<file path="src/rtl/gesture_pkg.sv">
// rtl/gesture_pkg.sv - shared timing constants and key FSM state type for the gesture front end
package gesture_pkg;

    // Debounce/long-press FSM states for one push-button
    typedef enum logic [1:0] {
        RELEASED   = 2'd0,
        PRESS_DB   = 2'd1,
        PRESSED    = 2'd2,
        RELEASE_DB = 2'd3
    } key_state_t;

    // System clock, shared by the conditioner and the power controller
    localparam int unsigned CLK_HZ = 100_000_000;

    // 20 ms of stable input before a level change is believed
    localparam int unsigned DEBOUNCE_DEFAULT = CLK_HZ / 50;

    // 3 s hold, measured from the accepted press, for a long-press pulse
    localparam int unsigned LONG_PRESS_DEFAULT = CLK_HZ * 3;

    // Power controller countdown (5 s), kept here so both blocks share one time base
    localparam int unsigned COUNTDOWN_SECONDS = 5;
    localparam int unsigned COUNTDOWN_TIME    = CLK_HZ * COUNTDOWN_SECONDS;

    // Default counter width; must hold LONG_PRESS_DEFAULT
    localparam int unsigned CNT_W_DEFAULT = 32;

endpackage

</file>
<file path="src/rtl/gesture_key_conditioner_key_debounce.sv">
// rtl/gesture_key_conditioner_key_debounce.sv - synchroniser, debounce FSM and hold counter for one button
module key_debounce
    import gesture_pkg::*;
#(
    parameter int unsigned DEBOUNCE_CYCLES   = DEBOUNCE_DEFAULT,
    parameter int unsigned LONG_PRESS_CYCLES = LONG_PRESS_DEFAULT,
    parameter int unsigned CNT_W             = CNT_W_DEFAULT
) (
    input  logic clk,
    input  logic reset,
    input  logic i_btn,
    output logic o_level,
    output logic o_press,
    output logic o_long
);

    // Counter compare points, pre-sized to the counter width
    localparam logic [CNT_W-1:0] CNT_ONE   = CNT_W'(1);
    localparam logic [CNT_W-1:0] DB_LAST   = CNT_W'(DEBOUNCE_CYCLES - 1);
    localparam logic [CNT_W-1:0] LONG_LAST = CNT_W'(LONG_PRESS_CYCLES - 1);
    localparam logic [CNT_W-1:0] LONG_SAT  = CNT_W'(LONG_PRESS_CYCLES);

    logic             r_sync_0;
    logic             r_sync_1;
    key_state_t       r_state;
    logic [CNT_W-1:0] r_db_cnt;
    logic [CNT_W-1:0] r_hold_cnt;
    logic             r_level;

    key_state_t       w_state_nxt;
    logic [CNT_W-1:0] w_db_cnt_nxt;
    logic [CNT_W-1:0] w_hold_cnt_nxt;
    logic [CNT_W-1:0] w_hold_inc;
    logic             w_level_nxt;
    logic             w_press;
    logic             w_long;
    logic             w_s_btn;

    assign w_s_btn = r_sync_1;

    // Two-flop synchroniser for the asynchronous, bouncy pin
    always_ff @(posedge clk or posedge reset) begin
        if (reset) begin
            r_sync_0 <= 1'b0;
            r_sync_1 <= 1'b0;
        end else begin
            r_sync_0 <= i_btn;
            r_sync_1 <= r_sync_0;
        end
    end

    // FSM state, debounce counter, hold counter and debounced level
    always_ff @(posedge clk or posedge reset) begin
        if (reset) begin
            r_state    <= RELEASED;
            r_db_cnt   <= '0;
            r_hold_cnt <= '0;
            r_level    <= 1'b0;
        end else begin
            r_state    <= w_state_nxt;
            r_db_cnt   <= w_db_cnt_nxt;
            r_hold_cnt <= w_hold_cnt_nxt;
            r_level    <= w_level_nxt;
        end
    end

    // Hold counter keeps running through a release glitch so long-press timing
    // is measured from the accepted press, and saturates so the long pulse fires once
    assign w_hold_inc = (r_hold_cnt == LONG_SAT) ? r_hold_cnt : (r_hold_cnt + CNT_ONE);

    // Next-state logic plus the raw press/long pulses (registered in the top)
    always_comb begin
        w_state_nxt    = r_state;
        w_db_cnt_nxt   = r_db_cnt;
        w_hold_cnt_nxt = r_hold_cnt;
        w_level_nxt    = r_level;
        w_press        = 1'b0;
        w_long         = 1'b0;

        unique case (r_state)
            RELEASED: begin
                w_hold_cnt_nxt = '0;
                w_level_nxt    = 1'b0;
                if (w_s_btn) begin
                    w_state_nxt  = PRESS_DB;
                    w_db_cnt_nxt = CNT_ONE;
                end else begin
                    w_db_cnt_nxt = '0;
                end
            end

            PRESS_DB: begin
                if (!w_s_btn) begin
                    w_state_nxt  = RELEASED;
                    w_db_cnt_nxt = '0;
                end else if (r_db_cnt == DB_LAST) begin
                    w_state_nxt    = PRESSED;
                    w_level_nxt    = 1'b1;
                    w_press        = 1'b1;
                    w_db_cnt_nxt   = '0;
                    w_hold_cnt_nxt = '0;
                end else begin
                    w_db_cnt_nxt = r_db_cnt + CNT_ONE;
                end
            end

            PRESSED: begin
                w_hold_cnt_nxt = w_hold_inc;
                w_long         = (r_hold_cnt == LONG_LAST);
                if (!w_s_btn) begin
                    w_state_nxt  = RELEASE_DB;
                    w_db_cnt_nxt = CNT_ONE;
                end
            end

            RELEASE_DB: begin
                w_hold_cnt_nxt = w_hold_inc;
                w_long         = (r_hold_cnt == LONG_LAST);
                if (w_s_btn) begin
                    w_state_nxt  = PRESSED;
                    w_db_cnt_nxt = '0;
                end else if (r_db_cnt == DB_LAST) begin
                    w_state_nxt    = RELEASED;
                    w_level_nxt    = 1'b0;
                    w_db_cnt_nxt   = '0;
                    w_hold_cnt_nxt = '0;
                end else begin
                    w_db_cnt_nxt = r_db_cnt + CNT_ONE;
                end
            end

            default: begin
                w_state_nxt    = RELEASED;
                w_db_cnt_nxt   = '0;
                w_hold_cnt_nxt = '0;
                w_level_nxt    = 1'b0;
            end
        endcase
    end

    assign o_level = r_level;
    assign o_press = w_press;
    assign o_long  = w_long;

endmodule

</file>
<file path="src/rtl/gesture_key_conditioner.sv">
// rtl/gesture_key_conditioner.sv - two debounced keys with press arbitration for the gesture controller
module gesture_key_conditioner
    import gesture_pkg::*;
#(
    parameter int unsigned DEBOUNCE_CYCLES   = DEBOUNCE_DEFAULT,
    parameter int unsigned LONG_PRESS_CYCLES = LONG_PRESS_DEFAULT,
    parameter int unsigned CNT_W             = CNT_W_DEFAULT
) (
    input  logic clk,
    input  logic reset,
    input  logic left_btn,
    input  logic right_btn,
    output logic left_key,
    output logic right_key,
    output logic left_level,
    output logic right_level,
    output logic left_long,
    output logic right_long,
    output logic conflict
);

    logic w_left_press;
    logic w_right_press;
    logic w_left_long;
    logic w_right_long;
    logic w_left_level;
    logic w_right_level;

    logic r_left_key;
    logic r_right_key;
    logic r_left_long;
    logic r_right_long;
    logic r_conflict;

    key_debounce #(
        .DEBOUNCE_CYCLES   (DEBOUNCE_CYCLES),
        .LONG_PRESS_CYCLES (LONG_PRESS_CYCLES),
        .CNT_W             (CNT_W)
    ) u_left (
        .clk     (clk),
        .reset   (reset),
        .i_btn   (left_btn),
        .o_level (w_left_level),
        .o_press (w_left_press),
        .o_long  (w_left_long)
    );

    key_debounce #(
        .DEBOUNCE_CYCLES   (DEBOUNCE_CYCLES),
        .LONG_PRESS_CYCLES (LONG_PRESS_CYCLES),
        .CNT_W             (CNT_W)
    ) u_right (
        .clk     (clk),
        .reset   (reset),
        .i_btn   (right_btn),
        .o_level (w_right_level),
        .o_press (w_right_press),
        .o_long  (w_right_long)
    );

    // Arbitration stage: simultaneous presses are suppressed and flagged as a conflict,
    // so downstream never sees both keys pulse together; long pulses pass through
    always_ff @(posedge clk or posedge reset) begin
        if (reset) begin
            r_left_key   <= 1'b0;
            r_right_key  <= 1'b0;
            r_conflict   <= 1'b0;
            r_left_long  <= 1'b0;
            r_right_long <= 1'b0;
        end else begin
            r_left_key   <= w_left_press & ~w_right_press;
            r_right_key  <= w_right_press & ~w_left_press;
            r_conflict   <= w_left_press & w_right_press;
            r_left_long  <= w_left_long;
            r_right_long <= w_right_long;
        end
    end

    assign left_key    = r_left_key;
    assign right_key   = r_right_key;
    assign conflict    = r_conflict;
    assign left_long   = r_left_long;
    assign right_long  = r_right_long;
    assign left_level  = w_left_level;
    assign right_level = w_right_level;

endmodule
</file>
<file path="config.mk">
export PLATFORM = sky130hd
export DESIGN_NAME = gesture_key_conditioner
export DESIGN_NICKNAME = d
export VERILOG_FILES = /design/src/rtl/gesture_pkg.sv /design/src/rtl/gesture_key_conditioner_key_debounce.sv /design/src/rtl/gesture_key_conditioner.sv
export SDC_FILE = /design/constraint.sdc
export NUM_CORES = 1
export LEC_CHECK = 0
export BUFFER_PORTS_ARGS = -buffer_cell sky130_fd_sc_hd__buf_2
export CAP_MARGIN = 20
export CORE_ASPECT_RATIO = 0.6
export CORE_UTILIZATION = 65
export DETAILED_ROUTE_END_ITERATION = 8
export HOLD_SLACK_MARGIN = 0.06
export PLACE_DENSITY = 0.82
export SLEW_MARGIN = 20
export SYNTH_ARGS = -nofsm -noshare
export SYNTH_HDL_FRONTEND = slang
export SYNTH_HIERARCHICAL = 1
export SYNTH_SLANG_ARGS = --single-unit
</file>
<file path="constraint.sdc">
create_clock -name clk -period 5.77 [get_ports clk]
set_clock_uncertainty 0.05 [all_clocks]
set_input_delay 0.2885 -clock clk [delete_from_list [all_inputs] [get_ports clk]]
set_output_delay 0.2885 -clock clk [all_outputs]
set_load 0.05 [all_outputs]
</file>
==> qor.csv, run 1 <==
stage,metric,value,unit
job,cap_violations,0,
synthesis,synth_area,0.00810,mm²
layout,regArea,0.00358,mm²
timing,relSlewSlack,28.0,%
synthesis,synth_fp_nets,918,
placement,place_hpwl,12.9,mm
synthesis,synthCells,908,
worst_setup_path,cp-start-kind,flop,
timing,maxSlewViolCount,0,
timing,hold_slack,0.314,ns
worst_setup_path,worst_ep_required_time,6.05,ns
worst_setup_path,crit_chain,"ha_1, and3_1, nand2_1, or4_1, a211o_1, or4_1, a21oi_1",
detailed_routing,drc,0,
worst_setup_path,worst_ep_arrival_time,3.67,ns
synthesis,ys_seq_area_share,44.2,%
worst_setup_path,crit_path_max_incr_delay,0.74,ns
synthesis,post_synth.cell_area_avg,8.92,µm²
detailed_routing,drt-total-wl,20.4,mm
floorplan,core_area,0.0121,mm²
power_and_ir_drop,ir_worst_vdd,0.209,mV
cts,cts_hold_buf,3,
placement,gp_congestion,0.882,
cts,clock_latency,0.42,ns
cts,cts.clk_slew.worst_paths,0.06,ns
layout,insertedDiodeCount,0,
synthesis,synth_edf_count,0,
cts,cts_setup_buffers,0,
synthesis,synth_warnings,6,
synthesis,ys_ff_latch,143,
grt,track_usage,33.1,%
grt,grt_max_degree,70,
worst_setup_path,critPathMaxFanout,21,
cts,cts_buffers,17,
cts,cts_buffer_depth,2,
timing,fmaxAchievable,295,MHz
cts,htree_num_levels,4,
timing,tightest_slew,1.07,ns
timing,rsz0062_at_grt,no,
cts,cts_tree,done,
synthesis,synth.distinct_cells,63,
worst_setup_path,path_class,reg2reg,
timing,period_share,58.7,%
layout,multi_input_area,0.00419,mm²
placement,io_buffers,10,
detailed_routing,via_per_inst,6.87,
run_status,status,completed,
timing,min_period,3.39,ns
grt,grt_pass1_vias,6942,
cts,cts_root_buffer,clkbuf_16,
min_path,hold_path.class,in2async,
placement,placed_area,0.00820,mm²
timing,hold_viol_final,0,
cts,cts_resized,0,
detailed_routing,wl_per_cell,19.0,µm
cts,cts.sinks,143,
detailed_routing,ant_nets,0,
timing,setup_viol,0,
layout,fin_area,0.00888,mm²
detailed_routing,drt-initial-drc-count,845,
floorplan,io_pins,11,
synthesis,synth-main-ff-cell,dfrtp_1,
timing,fin_tns_setup,0,ns
power_and_ir_drop,p_leak,3.45,nW
detailed_routing,dr_total_vias,7395,
floorplan,fp.dieW,146,µm
worst_setup_path,cpMaxStageDelayCell,or4_1,
detailed_routing,dr.pass1.iters,7,
floorplan,die-area,0.0129,mm²
layout,final_layout_size_suffix_gt1_share,8.23,%
grt,grt_pass1_wl,34.0,mm
layout,nets,908,
layout,fillCellCount,878,
layout,finish.utilization,73.4,%
worst_setup_path,end_kind,flop,
power_and_ir_drop,p_per_area,262,mW/mm²
worst_setup_path,cpMostUsedCell,or4_1,
grt,gr-total-overflow,0,
floorplan,die_h,88.5,µm
floorplan,rows,31,
floorplan,initial_utilization,66.9,%
layout,syn_to_final_growth,9.72,%
synthesis,synthArstFlopShare,100,%
grt,antenna_found_initial,0,
## routing by layer
metal	routed length (µm)	vias up	GRT usage [%]
met5	0	-	0
met4	338	0	14.0
met3	1450	44	7.06
met2	9380	343	50.5
met1	9280	3608	46.5
li1	-	3400	-
## cell usage after synthesis (5+ instances only)
cell      count  area [µm²]
clkbuf_1     40         150
and3_1       21         131
nand3_1      69         345
nand2b_1      5        31.3
and4_1       15         131
mux2i_1       5        50.1
nor2_1       43         161
a21oi_1      63         315
nor3_1       28         140
inv_1        27         101
nand2_1      86         323
a22o_1       10        87.6
a41oi_1       5        43.8
or4_1        32         240
o31ai_1      27         203
or2_2         6        37.5
nand4_1      27         169
dfrtp_1     143        3580
and2_1        9        56.3
o211ai_1      7        52.6
a31oi_1      18         113
a211oi_1      9        67.6
ha_1          6        75.1
or3_1        22         138
xor2_1       21         184
xnor2_1      16         140
o21ai_0      63         315
nor4_1       20         125
## sequential cells by signal, indices dropped and copies added, names as in the netlist, named ones only
| signal | cells |
|---|---|
| u_left/r_db_cnt | 32 |
| u_left/r_hold_cnt | 32 |
| u_right/r_db_cnt | 32 |
| u_right/r_hold_cnt | 32 |
| conflict | 1 |
| left_key | 1 |
| left_long | 1 |
| right_key | 1 |
| right_long | 1 |
| u_left/o_level | 1 |
| u_left/r_state | 1 |
| u_left/r_sync_0 | 1 |
| u_left/r_sync_1 | 1 |
| u_right/o_level | 1 |
| u_right/r_state | 1 |
| u_right/r_sync_0 | 1 |
| u_right/r_sync_1 | 1 |
## power by group
group / switching, mW / internal [mW] / total (mW)
Sequential: 0.00990 / 1.01 / 1.02
Clock: 0.424 / 0.801 / 1.22
Combinational: 0.0608 / 0.0197 / 0.0805
## metrics by stage
step / setup slack, ns / std cells / power, mW
2_1_floorplan: 2.98 / 908 / 1.09
3_3_place_gp: 2.63 / 1041 / 1.11
3_5_place_dp: 2.43 / 1041 / 1.11
4_1_cts: 2.41 / 1076 / 2.33
5_1_grt: 2.22 / 1076 / 2.39
6_report: 2.38 / 1076 / 2.32
## final cells by class
cell class / instances / area share (%)
tap: 165 / 2.32
clock buffer: 22 / 5.34
timing repair buffer: 22 / 1.66
inverter: 27 / 1.14
clock inverter: 10 / 2.06
sequential: 143 / 40.3
multi-input combinational: 687 / 47.2
## worst max-delay path: cells and delay by family (launching register included)
kind,cells,cell delay (ns)
adder cells (fa/ha/maj),1,0.27
flip-flops,1,0.45
AND/OR/NAND/NOR,4,1.78
AO/OA/AOI/OAI,2,0.74
## cells by family (layout without fill, tap and decap cells)
family	Yosys count	in the layout	synth area share, %
compound gates	226	226	17.4
xor+xnor	37	37	4.00
fa+ha+maj	6	6	0.927
buf+inv	78	81	4.03
flops	143	143	44.2
mux	6	6	0.757
simple gates	412	412	28.7
## final timing paths
kind,startpoint,endpoint,slack (ns),depth (start not counted)
worst max-delay path,u_right/r_db_cnt[1],u_right/r_hold_cnt[23],2.38,7
worst min-delay path,reset,right_long,0.31,3
worst max register to register,u_right/r_db_cnt[1],u_right/r_hold_cnt[23],2.38,7
worst min register to register,u_left/r_sync_0,u_left/r_sync_1,0.33,0
max in group asynchronous,reset,u_left/r_db_cnt[15],4.22,4
min in group clk,u_left/r_sync_0,u_left/r_sync_1,0.33,0
## layout by cell type (no fill, tap or decap), types with 7 or more instances in the layout
cell and count:
and4_1 15, nor4_1 20, nand3_1 69, xnor2_1 16, a211oi_1 9, a22o_1 10
a31oi_1 18, xor2_1 21, clkbuf_16 17, and2_1 9, o211ai_1 7, or4_1 32
dfrtp_1 143, a21oi_1 63, o21ai_0 63, inv_1 25, and3_1 21, buf_4 9
or3_1 22, nor2_1 43, o31ai_1 27, buf_2 10, nand4_1 27, nand2_1 86
nor3_1 28
(Power assumes the default switching activity.)
==> inputs of run 2 (changes only) <==
CORE_UTILIZATION = 57   (was 65)
PLACE_DENSITY = 0.76   (was 0.82)
clock period = 3.05 ns   (was 5.77 ns; I/O delays follow)
==> run 2 against run 1 <==
Sequential share of layout area decreased by 0.80 points. Setup slack got worse by 2.2 ns. Clock power increased by 89%. Count of clock-buffer cells in the layout decreased by 3. Final cell count increased by 4.3%. Total power increased by 89%. Hold slack got worse by 0.14 ns. Global-route usage decreased by 4.2 points. Wire length decreased by 2.8%. First-iteration DRC count decreased by 12%. Register-to-register slack got worse by 2.2 ns. Combinational power increased by 99%. Critical endpoint is now u_right/r_hold_cnt[15]. Largest cell class unchanged.
==> qor.csv, run 2 (synthesis gave the netlist of run 1 again) <==
stage,metric,value,unit
run_status,status,completed,
detailed_routing,drt-initial-drc-count,741,
floorplan,fp.dieW,156,µm
layout,insertedDiodeCount,0,
worst_setup_path,end_kind,flop,
detailed_routing,dr_total_vias,7335,
placement,io_buffers,10,
layout,fin_area,0.00906,mm²
worst_setup_path,worst_ep_required_time,3.34,ns
timing,relSlewSlack,31.8,%
power_and_ir_drop,p_total,4.40,mW
worst_setup_path,r2r-end,u_right/r_hold_cnt[15],
detailed_routing,dr.pass1.iters,5,
worst_setup_path,crit_buf_inv,1,
job,cap_violations,0,
placement,gp_congestion,0.854,
cts,clock_latency,0.42,ns
layout,nets,927,
worst_setup_path,crit_path_max_incr_delay,0.56,ns
floorplan,io_pins,11,
worst_setup_path,path_class,reg2reg,
cts,cts.clk_slew.worst_paths,0.06,ns
layout,final_layout_size_suffix_gt1_share,10.2,%
detailed_routing,via_per_inst,6.54,
worst_setup_path,worst_ep_arrival_time,3.19,ns
timing,min_period,2.90,ns
cts,cts_buffer_depth,2,
floorplan,rows,33,
min_path,hold_path.class,in2async,
timing,setup_viol,0,
power_and_ir_drop,p_per_area,485,mW/mm²
cts,cts_buffers,17,
placement,post-place-ws,0.123,ns
timing,setup_slack,0.149,ns
timing,rsz0062_at_grt,no,
cts,cts_setup_buffers,0,
placement,placed_area,0.00836,mm²
power_and_ir_drop,p_leak,3.54,nW
timing,tightest_slew,1.01,ns
timing,period_share,95.1,%
floorplan,die_h,94.3,µm
grt,grt_pass1_vias,7026,
worst_setup_path,cp-start-kind,flop,
worst_setup_path,crit_chain,"nor4b_2, nand4_2, or4_1, a211o_2, buf_4, or3_1, a21oi_1",
worst_setup_path,cp_top_family,simple AND/OR/NAND/NOR gates,
grt,antenna_found_initial,0,
timing,fmaxAchievable,345,MHz
layout,final_cell_mix,"dfrtp_1, nand2_1, nand3_1",
timing,maxSlewViolCount,0,
floorplan,die-area,0.0147,mm²
detailed_routing,wl_per_cell,17.7,µm
worst_setup_path,critPathMaxFanout,16,
layout,layout.cells.most_common,dfrtp_1,
layout,syn_to_final_growth,11.9,%
grt,grt_max_degree,61,
cts,cts.sinks,143,
detailed_routing,drc,0,
floorplan,core_area,0.0137,mm²
placement,place_hpwl,13.3,mm
power_and_ir_drop,ir_worst_vdd,0.314,mV
cts,htree_num_levels,4,
grt,gr-total-overflow,0,
worst_setup_path,ff2ff_setup_slack,0.15,ns
floorplan,initial_utilization,58.9,%
cts,cts_root_buffer,clkbuf_16,
worst_setup_path,cpMaxStageDelayCell,or4_1,
timing,fin_tns_setup,0,ns
grt,grt_pass1_wl,33.7,mm
worst_setup_path,critical_path.reg2reg.startpoint,u_right/r_db_cnt[14],
worst_setup_path,reg2reg_depth,7,
grt,track_usage,28.9,%
cts,cts_tree,done,
detailed_routing,ant_nets,0,
detailed_routing,drt-total-wl,19.9,mm
timing,hold_viol_final,0,
-- run 2: changes by cell type in the layout (fill, tap and decap cells not counted), sizes merged --
cell | previous run | this run
buf | 19 | 38
clkbuf | 22 | 19
clkinv | 2 | 4
clkinvlp | 3 | 2
inv | 27 | 29
-- run 2: layout make-up --
class	count	area (µm²)
clock buffers	19	443
clock inverters	13	210
fillers	1086	4690
inverters	27	101
multi-input cells	687	4190
flip-flops and latches	143	3580
well taps	192	240
repair buffers	41	298
-- run 2: layer usage --
metal  vias to the layer above  global-route usage [%]  routed length [µm]
li1                       3448                       -                   -
met5                         -                       0                   0
met2                       253                    44.3                9150
met4                         0                    11.3                 337
met1                      3602                    40.8                9320
met3                        32                    5.12                1070
-- run 2: worst reg2reg max path, delay by kind of cell (launching register included) --
family / cells / cell delay [ns]
AND/OR/NAND/NOR: 4 / 1.49
AO/OA/AOI/OAI: 2 / 0.65
buffers and inverters: 1 / 0.20
flip-flops: 1 / 0.44
-- run 2: worst max path at each step --
stage	endpoint	depth (start not counted)	slack [ns]	from
5_1_grt	u_right/r_hold_cnt[15]	7	0.02	u_right/r_db_cnt[13]
6_report	u_right/r_hold_cnt[15]	7	0.15	u_right/r_db_cnt[14]
4_1_cts	u_right/r_hold_cnt[15]	7	0.11	u_right/r_db_cnt[13]
3_3_place_gp	u_right/r_hold_cnt[13]	7	0.22	u_right/r_db_cnt[13]
2_1_floorplan	u_right/r_hold_cnt[17]	9	0.26	u_right/r_db_cnt[0]
3_5_place_dp	u_right/r_hold_cnt[15]	7	0.12	u_right/r_db_cnt[14]
-- run 2: stage by stage --
stage | hold WS (ns) | std cells | util [%]
after floorplan | -0.119 | 908 | -
after global placement | 0.0743 | 1086 | 60.8
final | 0.179 | 1122 | 65.9
after global routing | 0.220 | 1122 | 65.9
after CTS | 0.184 | 1121 | 65.8
after detailed placement | 0.0737 | 1086 | 60.8
-- run 2: report_power, final --
group | total, mW | switching, mW | internal (mW)
Sequential | 1.93 | 0.0178 | 1.91
Clock | 2.31 | 0.832 | 1.48
Combinational | 0.160 | 0.114 | 0.0456
Total | 4.40 | 0.964 | 3.43
-- run 2: what timing repair did --
action / in CTS / in global routing
hold endpoints to repair: 85 / 0
hold buffers: 3 / 0
endpoints found under the setup margin: 0 / 2
resized for setup: 0 / 1
